$ cat src/rtl/serial_adder.sv
// serial_adder: bit-serial two's-complement adder/subtractor around one full-adder cell.
// The SERIAL_ADDER_SUB_EN macro builds the subtract path; without it, sub is ignored and the block always adds.
module serial_adder #(
   parameter int WIDTH = 32,
   parameter int CNT_W = 6
) (
   input  logic             clk,
   input  logic             rst_n,
   input  logic             start,
   input  logic             sub,
   input  logic [WIDTH-1:0] a,
   input  logic [WIDTH-1:0] b,
   output logic             busy,
   output logic             done,
   output logic [WIDTH-1:0] result,
   output logic             cout,
   output logic             ovf,
   output logic             zero
);
   typedef enum logic [1:0] {IDLE, RUN, DONE} state_t;
   state_t state, state_nx;
   logic [WIDTH-1:0] opa, opb, opb_ld;
   logic [CNT_W-1:0] cnt;
   logic carry, cin_ld, s, c_nx, last;
`ifdef SERIAL_ADDER_SUB_EN
   assign opb_ld = sub ? ~b : b;
   assign cin_ld = sub;
`else
   logic unused_sub;
   assign unused_sub = sub;
   assign opb_ld = b;
   assign cin_ld = 1'b0;
`endif
   assign s = opa[0] ^ opb[0] ^ carry;
   assign c_nx = (opa[0] & opb[0]) | (opa[0] & carry) | (opb[0] & carry);
   assign last = cnt == CNT_W'(WIDTH - 1);
   assign busy = state != IDLE;
   assign done = state == DONE;
   // state register
   always_ff @(posedge clk) begin
      if (!rst_n) state <= IDLE;
      else state <= state_nx;
   end
   // next-state: IDLE -> RUN on start, RUN -> DONE after the MSB, DONE lasts one cycle
   always_comb begin
      state_nx = state;
      if (state == IDLE) state_nx = start ? RUN : IDLE;
      else if (state == RUN) state_nx = last ? DONE : RUN;
      else state_nx = IDLE;
   end
   // datapath: load on accepted start, one bit per clock in RUN, flags latched with the MSB
   always_ff @(posedge clk) begin
      if (!rst_n) begin
         opa <= '0;
         opb <= '0;
         carry <= 1'b0;
         cnt <= '0;
         result <= '0;
         cout <= 1'b0;
         ovf <= 1'b0;
         zero <= 1'b0;
      end else if (state == IDLE && start) begin
         opa <= a;
         opb <= opb_ld;
         carry <= cin_ld;
         cnt <= '0;
         result <= '0;
         cout <= 1'b0;
         ovf <= 1'b0;
         zero <= 1'b0;
      end else if (state == RUN) begin
         opa <= opa >> 1;
         opb <= opb >> 1;
         carry <= c_nx;
         cnt <= cnt + 1'b1;
         result <= {s, result[WIDTH-1:1]};
         if (last) begin
            cout <= c_nx;
            ovf <= carry ^ c_nx;
            zero <= {s, result[WIDTH-1:1]} == '0;
         end
      end
   end
endmodule

$ cat config.mk
export PLATFORM = sky130hd
export DESIGN_NAME = serial_adder
export DESIGN_NICKNAME = d
export VERILOG_FILES = /design/src/rtl/serial_adder.sv
export SDC_FILE = /design/constraint.sdc
export NUM_CORES = 1
export LEC_CHECK = 0
export CAP_MARGIN = 30
export CORE_UTILIZATION = 53
export CTS_CLUSTER_SIZE = 24
export DETAILED_ROUTE_END_ITERATION = 10
export GPL_TIMING_DRIVEN = 1
export HOLD_SLACK_MARGIN = 0.05
export PLACE_DENSITY_LB_ADDON = 0.25
export REMOVE_ABC_BUFFERS = 1
export SYNTH_ARGS = -nofsm -noshare
export SYNTH_HDL_FRONTEND = slang
export SYNTH_SLANG_ARGS = --single-unit
$ cat constraint.sdc
create_clock -name clk -period 4.7 [get_ports clk]
set_input_delay 0.94 -clock clk [delete_from_list [all_inputs] [get_ports clk]]
set_output_delay 0.94 -clock clk [all_outputs]
set_load 0.05 [all_outputs]
==> metrics.md <==
| Metric | Value |
|---|---|
| Commonest cells post-synth | `nand2_1, dfxtp_1, a22oi_1` |
| Post-Syn Area | `4410 um2` |
| Critical path required time | `3760 ps` |
| Cell taking the most area after synthesis | `dfxtp_1` |
| DRC Markers | `0` |
| Via Count | `3860` |
| Wire length on met3 | `556 um` |
| Largest net degree at the start of global routing | `69` |
| Dominant synthesized flop cell | `dfxtp_1` |
| All-Layer GR Usage | `23.3%` |
| Slew @ Worst Pin | `990 ps` |
| Final Hold Fails | `0` |
| Synth Warn # | `0` |
| DRT Pass-1 Iters | `4` |
| Antenna diodes | `0` |
| CTS tree | `yes` |
| Max Transition Viols Final | `0` |
| Share of cells above drive strength 1 | `5.69%` |
| Critical path class | `flop to primary output` |
| Initial antenna violation count | `0` |
| Syn Area/Cell | `8.92 um2` |
| Core Util, Final | `71.7%` |
| Critical Path Source Type | `flop` |
| Mapped Cells | `494` |
| CP top delay family | `buffers and inverters` |
| Chip width | `93.2 um` |
| Relative slew slack | `33.9%` |
| Die Height | `93.2 um` |
| Post-route insts no fill | `682` |
| Max Used Layer | `met4` |
| Sequential area share after synthesis | `49.1%` |
| Core area | `7890 um2` |
| Max clock buf depth | `2` |
| Vias per cell | `5.66` |
| Critical path arrival | `1950 ps` |
| Clock Latency Late Sink | `360 ps` |
| Met2 WL post-DR | `4780 um` |
| H-Tree Depth | `3` |
| WP buf/inv | `1` |
| DR WL/cell | `14.4 um` |
| Clock slew at reported path FFs | `100 ps` |
| Seq cells post-synth | `108` |
| CP max-delay cell | `clkdlybuf4s50_1` |
| Cell Pwr Density | `314 nW/um2` |
| Vias in the first global route | `3425` |
| Sink Count | `108` |
| Min Tclk post-route | `2890 ps` |
| EDFF count, synth | `0` |
| Placed Cells | `665` |
| Overall Power | `1.78 mW` |
| Hold-fix buffer count after cts | `0` |
| First-pass GRT wire length | `16100 um` |
| Die area | `8680 um2` |
| Status | `completed` |
| Drt initial violations | `158` |
| CP endpoint kind | `primary output` |
| # nets final | `645` |
| IO Pins | `105` |
| Hold WC Path Type | `flop to flop` |
| Unique masters post-synth | `41` |
| Routability cong. | `0.766` |
| Postcts setup bufs | `0` |
| WL final | `9790 um` |
| Number of port buffers | `103` |
| RSZ-0062 raised after global routing | `no` |
| Clk root buf | `clkbuf_8` |
| Worst-path maximum fanout | `8` |
| LEAKAGE | `1.92 nW` |
| Period utilization | `61.6%` |
| Crit-path cells | `or2_2, clkdlybuf4s50_1` |
| Most instantiated library cell after synthesis | `nand2_1` |
| Largest cells by area after synthesis | `dfxtp_1, nand2_1, a22oi_1, a21boi_1, a21oi_1` |
| Row cnt | `32` |
| Final HPWL DP | `6520 um` |
| Fmax | `345 MHz` |
| # setup viols final | `0` |
| Area grow syn2layout | `28.3%` |
| Number of max-cap violations | `0` |
| Antenna Nets Post-Route | `0` |
| FFs w/ async S/R, synth | `0%` |
| Clk_skew | `8.26 ps` |
| Critical Path Max Stage Delay | `790 ps` |
| Initial core utilization | `55.9%` |
| CTS buffer count | `9` |
| GRT overflow | `0` |
| Setup TNS Final | `0 ps` |
| Worst VDD drop | `208 uV` |
| Resize count post-CTS | `0` |
| Wl on met1 | `4240 um` |
| Synth top area share | `49.1%` |
## sequential cells by signal, summed over array words and instances, names as in the netlist
register and flops:
opa 32, opb 32, result 32, cnt 6, state 2, carry 1, cout 1, ovf 1
zero 1
## cells in the final DEF (no fill, tap or decap), drive strengths merged, types with 2 or more instances in the layout
cell,count
inv,3
a22oi,62
nand2,135
a21boi,64
a21oi,39
nor2,2
nand3,3
o31ai,2
clkbuf,10
or3,2
xor2,2
nor3,2
nor4,8
nand4,3
dfxtp,108
buf,8
clkinvlp,2
o21ai,3
clkdlybuf4s50,102
## power breakdown
part / switching, mW / internal, mW / total [mW]
combinational: 0.111 / 0.111 / 0.222
clock: 0.315 / 0.266 / 0.581
sequential: 0.0223 / 0.952 / 0.974
total: 0.449 / 1.33 / 1.78
## tightest hold or removal path, stage by stage (launching register included)
cell and delay (ps):
dfxtp_1 320, nand2_1 50, a21boi_1 50
## cell families (layout without fill, tap and decap cells)
group,after synthesis,after routing,share of synthesized area [%]
buffers and inverters,41,127,5.45
adders and majority gates,2,2,0.738
DFF,108,108,49.1
xor gates and xnor gates,3,3,0.596
AOI/OAI and AO/OA,174,174,27.5
and+or+nand+nor,166,166,16.7
## per-layer routing
| layer | vias to the layer above | global-route usage [%] |
|---|---|---|
| li1 | 1898 | - |
| met1 | 1841 | 29.9 |
| met2 | 100 | 37.2 |
| met3 | 21 | 6.67 |
| met4 | 0 | 8.46 |
| met5 | - | 0 |
## layout make-up
| cell class | count | area [um2] |
|---|---|---|
| fill | 616 | 2230 |
| sequential | 108 | 2160 |
| multi-input combinational | 345 | 2020 |
| timing repair buffer | 110 | 1130 |
| clock buffer | 10 | 138 |
| tap | 102 | 128 |
| clock inverter | 6 | 71.3 |
| inverter | 1 | 3.75 |
## per-stage QoR
step	hold WS, ps	area [um2]	setup WS (ps)
after floorplan	435	4170	1280
after CTS	458	5630	1790
after global routing	480	5650	1690
final	457	5650	1810
after global placement	440	5370	1530
after detailed placement	445	5430	1520
## final timing paths
kind,from,end,cells after the start,slack [ps]
worst max register to register,state[0]$_SDFF_PN0_,opb[10]$_SDFFE_PN0P_,4,2560
worst max-delay path,state[0]$_SDFF_PN0_,busy,2,1810
worst min register to register,opa[7]$_SDFFE_PN0P_,opa[7]$_SDFFE_PN0P_,2,460
worst min-delay path,opa[7]$_SDFFE_PN0P_,opa[7]$_SDFFE_PN0P_,2,460
Note: power is estimated with default switching activity, not from simulation.
